===== src/rtl/approx_mult_err_monitor_if.sv =====
// Sample stream from the approximate multiplier under characterisation:
// operand pair plus the approximate product, with a valid/ready handshake.
interface approx_mult_err_monitor_if #(
  parameter int unsigned W = 8
);
  logic             in_valid;
  logic             in_ready;
  logic [W-1:0]     a;
  logic [W-1:0]     b;
  logic [2*W-1:0]   r_apx;

  // Producer side (multiplier / stimulus source).
  modport master (
    output in_valid,
    output a,
    output b,
    output r_apx,
    input  in_ready
  );

  // Consumer side (error monitor).
  modport slave (
    input  in_valid,
    input  a,
    input  b,
    input  r_apx,
    output in_ready
  );
endinterface


===== src/rtl/approx_mult_err_monitor.sv =====
// Error-statistics monitor for an approximate W x W multiplier.
// Recomputes the exact product in a three-stage pipeline and accumulates, over a
// programmed number of samples, the count of wrong results, the saturating sum of
// absolute error distances and the largest error together with its operands.
module approx_mult_err_monitor #(
  parameter int unsigned W     = 8,
  parameter int unsigned CNT_W = 24,
  parameter int unsigned SUM_W = 40
) (
  input  logic                    clk,
  input  logic                    rst_n,
  input  logic                    start,
  input  logic [CNT_W-1:0]        sample_count,
  approx_mult_err_monitor_if.slave samples,
  output logic                    busy,
  output logic                    done,
  output logic [CNT_W-1:0]        err_count,
  output logic [SUM_W-1:0]        sum_abs_err,
  output logic [2*W-1:0]          max_abs_err,
  output logic [W-1:0]            max_err_a,
  output logic [W-1:0]            max_err_b
);

  localparam int unsigned PW = 2 * W;
  localparam logic [CNT_W-1:0] CntOne = CNT_W'(1);

  typedef enum logic [1:0] {
    StIdle,
    StRun,
    StDrain,
    StDone
  } state_e;

  state_e           state;
  logic [CNT_W-1:0] target;
  logic [CNT_W-1:0] accepted;
  logic [CNT_W-1:0] accepted_next;
  logic             ready_q;
  logic             fire;
  logic             start_ok;

  // Stage 1: captured sample.
  logic             v1;
  logic [W-1:0]     a1;
  logic [W-1:0]     b1;
  logic [PW-1:0]    r1;
  // Stage 2: exact product alongside the approximate one.
  logic             v2;
  logic [W-1:0]     a2;
  logic [W-1:0]     b2;
  logic [PW-1:0]    r2;
  logic [PW-1:0]    exact2;
  // Stage 3: absolute error distance.
  logic             v3;
  logic [W-1:0]     a3;
  logic [W-1:0]     b3;
  logic [PW-1:0]    d3;

  logic [PW-1:0]    diff2;
  logic [SUM_W:0]   sum_ext;
  logic [SUM_W-1:0] sum_next;

  // ready is registered, so the handshake never looks combinationally at in_valid.
  assign samples.in_ready = ready_q;
  assign fire             = samples.in_valid & ready_q;
  assign start_ok         = (state == StIdle) & start;
  assign accepted_next    = accepted + CntOne;

  // Run control: sample budget, handshake gating, drain and the done pulse.
  always_ff @(posedge clk) begin
    if (!rst_n) begin
      state    <= StIdle;
      target   <= '0;
      accepted <= '0;
      ready_q  <= 1'b0;
      busy     <= 1'b0;
      done     <= 1'b0;
    end else begin
      done <= 1'b0;
      unique case (state)
        StIdle: begin
          if (start) begin
            target   <= sample_count;
            accepted <= '0;
            busy     <= 1'b1;
            if (sample_count == '0) begin
              state   <= StDrain;
              ready_q <= 1'b0;
            end else begin
              state   <= StRun;
              ready_q <= 1'b1;
            end
          end
        end
        StRun: begin
          if (fire) begin
            accepted <= accepted_next;
            // Final sample: stop accepting on the very edge that takes it.
            if (accepted_next >= target) begin
              state   <= StDrain;
              ready_q <= 1'b0;
            end
          end
        end
        StDrain: begin
          // Stage 3 is consumed on this same edge, so only stages 1 and 2 must be empty.
          if (!v1 && !v2) begin
            state <= StDone;
            busy  <= 1'b0;
          end
        end
        StDone: begin
          done  <= 1'b1;
          state <= StIdle;
        end
        default: begin
          state   <= StIdle;
          ready_q <= 1'b0;
          busy    <= 1'b0;
        end
      endcase
    end
  end

  // Unsigned compare-and-subtract gives |exact - r_apx| in either direction.
  always_comb begin
    diff2 = '0;
    if (exact2 >= r2) begin
      diff2 = exact2 - r2;
    end else begin
      diff2 = r2 - exact2;
    end
  end

  // Three-stage datapath: capture, exact multiply, absolute difference.
  always_ff @(posedge clk) begin
    if (!rst_n) begin
      v1     <= 1'b0;
      a1     <= '0;
      b1     <= '0;
      r1     <= '0;
      v2     <= 1'b0;
      a2     <= '0;
      b2     <= '0;
      r2     <= '0;
      exact2 <= '0;
      v3     <= 1'b0;
      a3     <= '0;
      b3     <= '0;
      d3     <= '0;
    end else begin
      v1 <= fire;
      if (fire) begin
        a1 <= samples.a;
        b1 <= samples.b;
        r1 <= samples.r_apx;
      end
      v2 <= v1;
      if (v1) begin
        a2     <= a1;
        b2     <= b1;
        r2     <= r1;
        exact2 <= PW'(a1) * PW'(b1);
      end
      v3 <= v2;
      if (v2) begin
        a3 <= a2;
        b3 <= b2;
        d3 <= diff2;
      end
    end
  end

  // One extra carry bit detects accumulator overflow; clamp to all-ones on overflow.
  assign sum_ext  = {1'b0, sum_abs_err} + (SUM_W + 1)'(d3);
  assign sum_next = sum_ext[SUM_W] ? {SUM_W{1'b1}} : sum_ext[SUM_W-1:0];

  // Statistics: cleared by an accepted start, updated by each valid stage-3 result.
  always_ff @(posedge clk) begin
    if (!rst_n) begin
      err_count   <= '0;
      sum_abs_err <= '0;
      max_abs_err <= '0;
      max_err_a   <= '0;
      max_err_b   <= '0;
    end else if (start_ok) begin
      err_count   <= '0;
      sum_abs_err <= '0;
      max_abs_err <= '0;
      max_err_a   <= '0;
      max_err_b   <= '0;
    end else if (v3) begin
      if (d3 != '0) begin
        err_count <= err_count + CntOne;
      end
      sum_abs_err <= sum_next;
      // Strictly greater: on a tie the earlier sample's operands are kept.
      if (d3 > max_abs_err) begin
        max_abs_err <= d3;
        max_err_a   <= a3;
        max_err_b   <= b3;
      end
    end
  end

endmodule

===== src/flat_wrapper.sv =====
// flat-port wrapper written by rule: the top's interface ports become plain ports
module approx_mult_err_monitor_flat 
#(
  parameter int unsigned W     = 8,
  parameter int unsigned CNT_W = 24,
  parameter int unsigned SUM_W = 40
)
  (clk, rst_n, start, sample_count, busy, done, err_count, sum_abs_err, max_abs_err, max_err_a, max_err_b, samples_in_valid, samples_a, samples_b, samples_r_apx, samples_in_ready);
  approx_mult_err_monitor_if #(.W(W)) samples_i ();
  input  logic clk;
  input  logic rst_n;
  input  logic start;
  input  logic [CNT_W-1:0] sample_count;
  output logic busy;
  output logic done;
  output logic [CNT_W-1:0] err_count;
  output logic [SUM_W-1:0] sum_abs_err;
  output logic [2*W-1:0] max_abs_err;
  output logic [W-1:0] max_err_a;
  output logic [W-1:0] max_err_b;
  input wire logic [$bits(samples_i.in_valid)-1:0] samples_in_valid;
  input wire logic [$bits(samples_i.a)-1:0] samples_a;
  input wire logic [$bits(samples_i.b)-1:0] samples_b;
  input wire logic [$bits(samples_i.r_apx)-1:0] samples_r_apx;
  output wire logic [$bits(samples_i.in_ready)-1:0] samples_in_ready;
  assign samples_i.in_valid = samples_in_valid;
  assign samples_i.a = samples_a;
  assign samples_i.b = samples_b;
  assign samples_i.r_apx = samples_r_apx;
  assign samples_in_ready = samples_i.in_ready;
  approx_mult_err_monitor #(.W(W), .CNT_W(CNT_W), .SUM_W(SUM_W)) u_core (.clk(clk), .rst_n(rst_n), .start(start), .sample_count(sample_count), .samples(samples_i), .busy(busy), .done(done), .err_count(err_count), .sum_abs_err(sum_abs_err), .max_abs_err(max_abs_err), .max_err_a(max_err_a), .max_err_b(max_err_b));
endmodule

===== config.mk =====
export PLATFORM = sky130hd
export DESIGN_NAME = approx_mult_err_monitor_flat
export DESIGN_NICKNAME = d
export VERILOG_FILES = /design/src/rtl/approx_mult_err_monitor_if.sv /design/src/rtl/approx_mult_err_monitor.sv /design/src/flat_wrapper.sv
export SDC_FILE = /design/constraint.sdc
export NUM_CORES = 1
export LEC_CHECK = 0
export CORE_UTILIZATION = 40
export CTS_BUF_LIST = sky130_fd_sc_hd__clkbuf_8
export DETAILED_ROUTE_END_ITERATION = 6
export GPL_TIMING_DRIVEN = 0
export PLACE_DENSITY_LB_ADDON = 0.15
export SLEW_MARGIN = 20
export SYNTH_ARGS = -nofsm -noshare
export SYNTH_HDL_FRONTEND = slang
export SYNTH_SLANG_ARGS = --single-unit

===== constraint.sdc =====
create_clock -name clk -period 8.8 [get_ports clk]
set_input_delay 1.32 -clock clk [delete_from_list [all_inputs] [get_ports clk]]
set_output_delay 1.32 -clock clk [all_outputs]
set_load 0.02 [all_outputs]

==> impl_results.md, run 1 <==
* Status: finished clean
* DP Worst Slack at 3.91 ns
* Hold Crit Start: u_core.target[16]
* HP Class: register to register
* # resized after CTS at 0
* Worst reg2reg setup slack at 3.96 ns
* Min-Delay Endpoint: u_core.target[16]
* Final design utilization at 49.3%
* WHS Path Cells at 2
* GR peak layer: met2
* Post-DP HPWL at 33.4 mm
* Hold Buf Count CTS at 0
* CTS buffer count at 50
* Full die area at 40200 µm²
* Sequential share of power at 39.6%
* Worst skew pair latency at 0.63 ns
* Crit-path max cell delay at 0.55 ns
* Post-synthesis cell type count at 68
* VDD IR max at 118 µV
* Via Count at 13.8k
* Post-Route WL at 43.3 mm
* Core ar. at 38700 µm²
* Nets at 2316
* DR WL/cell at 16.4 µm
* GP Congestion at 0.885
* First-pass GRT wire length at 70.9 mm
* Post-synthesis sequential area ratio at 33.6%
* RSZ-0062 raised after global routing: no
* Root buffer cell: clkbuf_8
* Post-Syn Area at 15700 µm²
* Startpoint types: register
* Worst Skew at 0.0259 ns
* Vias in the first global route at 13.5k
* Combinational fraction of design power at 19.9%
* Via density at 5.21
* Yosys warning count at 0
* Gr usage total at 21.7%
* Syn-to-layout area delta at 21.3%
* Post-layout min period at 4.84 ns
* Most used DFF post-synth: dfxtp_1
* M3 GR Usage at 4.36%
* Slew margin rel. at 41.1%
* Cells along the critical path: clkbuf_1 > nand2_1 > fa_1 > fa_1 > inv_1 > fa_1 > inv_1 > fa_1 > inv_1 > ha_1 > a21boi_0 > o211ai_1 > a21oi_1 > o31ai_1 > xnor2_1 > a21oi_1
* Largest net degree at the start of global routing at 15
* # DRC at 0
* H-Tree Level Count at 2
* Sw Share at 31.3%
* Fin. max-slew vios at 0
* Rows at 72
* Worst-path clk slew at 0.06 ns
* Worst path required time at 9.29 ns
* Async SR Flop Fraction at 0%
* Switching Power at 1.04 mW
* Routed Antenna Nets at 0
* Die extent in y at 200 µm
* CTS tree: yes
* Reg2reg path depth at 16
* Reg2reg end: u_core.exact2[15]
* Leak at 8.01 nW
* Syn Inst Count at 1878
* Max Freq at 207 MHz
* Setup ws final at 3.96 ns
* Starting Density at 40.6%
* Syn_area_per_cell at 8.38 µm²
* Worst Tran Pin Value at 0.883 ns
* RR Startpoint: u_core.a1[0]
* Port Buffers at 157
* Share of cells above drive strength 1 at 4.47%
* Most common cell on crit path: fa_1
* Initial antenna violation count at 0
* DRT iter0 DRCs at 651
* CP Max Fanout at 10
* Antenna cells at 0
* Crit. End Element: register
* Max clock buf depth at 3
* Hold Violations, Final at 0
* Die Width at 200 µm
* Max-cap violations at 0
* Grt ovf at 0
* Post-CTS Setup Repair Bufs at 0
* Period Utilization, post-route at 55.0%
* CTS Sinks at 264
* Syn nets at 2107
* Setup-violating endpoint count in the final report at 0
* Pint at 2.28 mW
* Post-synthesis register bit count at 264
* Setup TNS at 0 ns
* Met2 Use GR at 35.5%
* Fillers at 3877
* Met1 Use GR at 29.2%
* Pre-Repair DR Iteration Count at 5
* Crit path max-delay cell type: fa_1
* Critical path class: register to register
* Clk network pwr share at 40.5%
* WP data arrival at 5.33 ns
* I/O pins at 159
* EDFF count, synth at 0
* Pwr Density at 174 nW/µm²
## kinds of logic after synthesis
| logic type | after synthesis | share of synthesized area, % |
|---|---|---|
| and+or+nand+nor | 660 | 19.9 |
| AOI/OAI and AO/OA | 380 | 15.2 |
| DFF | 264 | 33.6 |
| buffers and inverters | 231 | 5.57 |
| adders and majority gates | 169 | 15.3 |
| muxes | 100 | 6.37 |
| xor gates and xnor gates | 74 | 4.12 |
## power by group through the flow
| stage | Sequential (mW) | Combinational, mW | Clock (mW) |
|---|---|---|---|
| 6_report | 1.31 | 0.660 | 1.34 |
| 5_1_grt | 1.32 | 0.738 | 1.44 |
| 4_1_cts | 1.31 | 0.661 | 1.38 |
| 3_5_place_dp | 1.34 | 0.656 | 0 |
| 3_3_place_gp | 1.34 | 0.647 | 0 |
| 2_1_floorplan | 1.32 | 0.443 | 0 |
## cell usage after synthesis, types with 9 or more instances
library cell | n | area share, %
a211oi_1 | 16 | 0.76
a21o_1 | 40 | 1.9
a21oi_1 | 162 | 5.1
a22oi_1 | 9 | 0.43
a31oi_1 | 10 | 0.40
and2_1 | 64 | 2.5
and3_1 | 26 | 1.0
and4_1 | 11 | 0.61
buf_1 | 10 | 0.24
clkbuf_1 | 68 | 1.6
dfxtp_1 | 264 | 34
fa_1 | 39 | 5.0
ha_1 | 130 | 10
inv_1 | 145 | 3.5
mux2i_1 | 99 | 6.3
nand2_1 | 190 | 4.5
nand2b_1 | 11 | 0.44
nand3_1 | 40 | 1.3
nand3b_1 | 10 | 0.48
nand4_1 | 25 | 0.99
nor2_1 | 199 | 4.7
nor2b_1 | 10 | 0.40
nor3_1 | 26 | 0.83
nor4_1 | 15 | 0.60
o211ai_1 | 10 | 0.48
o21a_1 | 9 | 0.43
o21ai_0 | 53 | 1.7
o21bai_1 | 10 | 0.48
or3_1 | 20 | 0.79
xnor2_1 | 39 | 2.2
xor2_1 | 35 | 1.9
## cells in the final DEF (no fill, tap or decap), drive strengths merged, types with 10 or more instances in the layout
master and count:
dfxtp 264, nor2 200, nand2 190, a21oi 162
inv 162, clkdlybuf4s50 157, ha 130, clkbuf 130
mux2i 99, and2 64, o21ai 61, nand3 40
a21o 40, xnor2 39, fa 39, xor2 35
nor3 27, and3 26, nand4 25, or3 20
buf 18, a211oi 17, nor4 16, and4 11
nand2b 11, nor2b 10, o21bai 10, o211ai 10
a31oi 10, nand3b 10
## final cells by class
| class | count | area, µm² | share of cell area (%) |
|---|---|---|---|
| Buffer | 86 | 333 | 1.74 |
| Clock buffer | 62 | 853 | 4.47 |
| Clock inverter | 29 | 270 | 1.42 |
| Inverter | 145 | 544 | 2.85 |
| Multi-Input combinational cell | 1383 | 9590 | 50.2 |
| Sequential cell | 264 | 5290 | 27.7 |
| Tap cell | 518 | 648 | 3.39 |
| Timing Repair Buffer | 157 | 1570 | 8.23 |
## metal layers
layer | part of all wire (%) | wire, µm | up-vias
li1 | - | - | 6890
met1 | 47 | 20500 | 6511
met2 | 46 | 19900 | 317
met3 | 5.2 | 2240 | 53
met4 | 1.7 | 755 | 0
met5 | 0 | 0 | -
## metrics by stage
stage	instances	hold WS (ns)	total power, mW	cell area [µm²]
after floorplan	1878	0.436	1.76	15700
after global placement	2553	0.444	1.98	18000
after detailed placement	2553	0.449	1.99	18000
after CTS	2644	0.456	3.36	19100
after global routing	2644	0.480	3.50	19100
final	2644	0.456	3.31	19100
## worst max path at each step
stage                 startpoint           endpoint  depth (start not counted)
finish              u_core.a1[0]  u_core.exact2[15]                         16
global route        u_core.a1[0]  u_core.exact2[15]                         16
CTS                 u_core.a1[0]  u_core.exact2[13]                         16
detailed placement  u_core.a1[0]  u_core.exact2[13]                         16
global placement    u_core.a1[0]  u_core.exact2[13]                         16
floorplan           u_core.b1[6]  u_core.exact2[12]                         14
## worst max-delay path: cells and delay by family (launching register included)
family / cells / cell delay (ns)
buf+inv: 4 / 0.57
simple gates: 1 / 0.16
flops: 1 / 0.31
xor+xnor: 1 / 0.21
compound gates: 5 / 1.00
fa+ha+maj: 5 / 2.44
## flip-flops by register name, summed over array words and instances, names as in the netlist, 16 cells and up
name / cells
u_core.accepted: 24
u_core.d3: 16
u_core.err_count: 24
u_core.exact2: 16
u_core.max_abs_err: 16
u_core.r1: 16
u_core.r2: 16
u_core.sum_abs_err: 40
u_core.target: 24
No activity file was read; power rests on OpenSTA's default activity.
==> inputs of run 2 (changes only) <==
clock period = 4.35 ns   (was 8.8 ns; I/O delays follow)
==> impl_results.md, run 2 (synthesized netlist as in run 1, its figures left out) <==
* Setup TNS at 0 ns (unchanged)
* H-Tree Level Count at 2 (unchanged)
* Antenna cells at 0 (unchanged)
* Max clock buf depth at 3 (unchanged)
* # DRC at 0 (unchanged)
* RR Startpoint: u_core.a1[5] (was u_core.a1[0])
* Starting Density at 40.6% (unchanged)
* Most common cell on crit path: fa_1 (unchanged)
* Reg2reg path depth at 12 (was 16)
* Max Freq at 237 MHz (was 207 MHz)
* Worst skew pair latency at 0.63 ns (about the same)
* Share of cells above drive strength 1 at 7.00% (was 4.47%)
* Reg2reg end: u_core.exact2[12] (was u_core.exact2[15])
* WP data arrival at 4.74 ns (was 5.33 ns)
* CP Max Fanout at 7 (was 10)
* GP Congestion at 0.885 (unchanged)
* Filler-free cell count of the finished design at 2660 (was 2644)
* Max-cap violations at 0 (unchanged)
* DP Worst Slack at -0.545 ns (was 3.91 ns)
* Worst path required time at 4.87 ns (was 9.29 ns)
* HP Class: register to register (unchanged)
* Crit-path max cell delay at 0.54 ns (was 0.55 ns)
* Status: finished clean (unchanged)
* Initial antenna violation count at 0 (unchanged)
* PnR Total Power at 6.74 mW (was 3.31 mW)
* Post-DP HPWL at 33.4 mm (unchanged)
* Worst-path clk slew at 0.06 ns (about the same)
* Largest Register: u_core.sum_abs_err (unchanged)
* Largest net degree at the start of global routing at 15 (unchanged)
* Critical path class: register to register (unchanged)
* Die Width at 200 µm (unchanged)
* Crit. End Element: register (unchanged)
* Full die area at 40200 µm² (unchanged)
* Worst Skew at 0.0247 ns (was 0.0259 ns)
* Hold Violations, Final at 0 (unchanged)
* CTS tree: yes (unchanged)
* I/O pins at 159 (unchanged)
* Slew margin rel. at 41.4% (was 41.1%)
* Die extent in y at 200 µm (unchanged)
* Vias in the first global route at 13.6k (was 13.5k)
* Largest register FFs at 40 (unchanged)
* Nets at 2332 (was 2316)
* Syn-to-layout area delta at 23.3% (was 21.3%)
* First-pass GRT wire length at 71.1 mm (was 70.9 mm)
* Post-Route WL at 43.8 mm (was 43.3 mm)
* Setup-violating endpoint count in the final report at 0 (unchanged)
* Via density at 5.18 (was 5.21)
* Core ar. at 38700 µm² (unchanged)
* Commonest non-fill, non-tap cells in the layout: dfxtp_1, nor2_1, nand2_1, inv_1, a21oi_1 (was dfxtp_1, nor2_1, nand2_1, a21oi_1, inv_1)
* Grt ovf at 0 (unchanged)
* DR WL/cell at 16.5 µm (was 16.4 µm)
* Setup ws final at 0.129 ns (was 3.96 ns)
* Pwr Density at 348 nW/µm² (was 174 nW/µm²)
* Rows at 72 (unchanged)
* CP startpoint: u_core.a1[5] (was u_core.a1[0])
* Leak at 8.11 nW (was 8.01 nW)
* Gr usage total at 21.8% (was 21.7%)
* Startpoint types: register (unchanged)
* Worst Tran Pin Value at 0.880 ns (was 0.883 ns)
* Commonest non-fill, non-tap cell in the layout: dfxtp_1 (unchanged)
* Crit path max-delay cell type: fa_1 (unchanged)
* Worst reg2reg setup slack at 0.13 ns (was 3.96 ns)
* Via Count at 13.8k (about the same)
* CTS buffer count at 50 (unchanged)
* Hold Buf Count CTS at 0 (unchanged)
* Post-layout min period at 4.22 ns (was 4.84 ns)
* VDD IR max at 239 µV (was 118 µV)
* Pre-Repair DR Iteration Count at 5 (unchanged)
* Placed Cells incl. Taps at 2553 (unchanged)
* Fin. max-slew vios at 0 (unchanged)
* Routed Antenna Nets at 0 (unchanged)
* Worst Setup EP: u_core.exact2[12] (was u_core.exact2[15])
* Root buffer cell: clkbuf_8 (unchanged)
* Port Buffers at 157 (unchanged)
* DRT iter0 DRCs at 630 (was 651)
* Cells along the critical path: and2_1 > fa_1 > fa_1 > fa_1 > inv_1 > fa_1 > inv_1 > ha_4 > and3_1 > and2_1 > or4_4 > a32o_1 (was clkbuf_1 > nand2_1 > fa_1 > fa_1 > inv_1 > fa_1 > inv_1 > fa_1 > inv_1 > ha_1 > a21boi_0 > o211ai_1 > a21oi_1 > o31ai_1 > xnor2_1 > a21oi_1)
* CTS Sinks at 264 (unchanged)
* Period Utilization, post-route at 97.0% (was 55.0%)
run 2: cell count changes in the layout (fill, tap and decap cells not counted), sizes merged:
cell,previous run,this run
buf,18,39
clkbuf,130,125
run 2: worst min path at each step:
stage | startpoint | to | slack (ns) | cells past startpoint
after floorplan | u_core.r1[0] | u_core.r1[0] | 0.44 | 2
after global placement | u_core.r1[9] | u_core.r1[9] | 0.44 | 2
after detailed placement | u_core.r1[8] | u_core.r1[8] | 0.45 | 2
after CTS | rst_n | u_core.v2 | 0.46 | 3
after global routing | u_core.target[0] | u_core.target[0] | 0.48 | 2
final | u_core.target[16] | u_core.target[16] | 0.45 | 2
run 2: cell type report:
type / instances / area, µm²
Sequential cell: 264 / 5340
Tap cell: 518 / 648
Multi-Input combinational cell: 1383 / 9700
Clock buffer: 62 / 853
Fill cell: 3845 / 19300
Clock inverter: 29 / 270
Inverter: 145 / 544
Buffer: 79 / 307
Timing Repair Buffer: 180 / 1740
run 2: through the flow:
step	instance area (µm²)	hold WS (ns)	utilization, %
2_1_floorplan	15700	0.436	-
3_5_place_dp	18000	0.449	46.4
4_1_cts	19200	0.455	49.5
5_1_grt	19400	0.480	50.1
3_3_place_gp	18000	0.444	46.4
6_report	19400	0.454	50.1
run 2: worst max-delay path, delay by kind of cell (launching register included):
kind | cells | cell delay, ns
AOI/OAI and AO/OA | 1 | 0.27
adders and majority gates | 5 | 2.35
buffers and inverters | 2 | 0.11
DFF | 1 | 0.37
and+or+nand+nor | 4 | 1.03
run 2: where the power goes:
part | total, mW | switching, mW | internal, mW | leakage [nW]
logic | 1.36 | 0.851 | 0.510 | 5.34
clock network | 2.71 | 1.12 | 1.59 | 0.634
registers | 2.67 | 0.131 | 2.54 | 2.14
total | 6.74 | 2.11 | 4.64 | 8.11
run 2: routing by layer:
metal / GRT usage, % / vias to the layer above / routed length, µm
met5: 0 / - / 0
met4: 5.23 / 0 / 719
met3: 4.36 / 50 / 2240
met2: 35.8 / 327 / 20100
met1: 29.3 / 6489 / 20700
li1: - / 6918 / -
run 2: what timing repair did:
action | CTS | global route
setup buffers | 4 | 19
resized for setup | 28 | 23
pin swaps | 6 | 17
setup endpoints to repair | 7 | 5
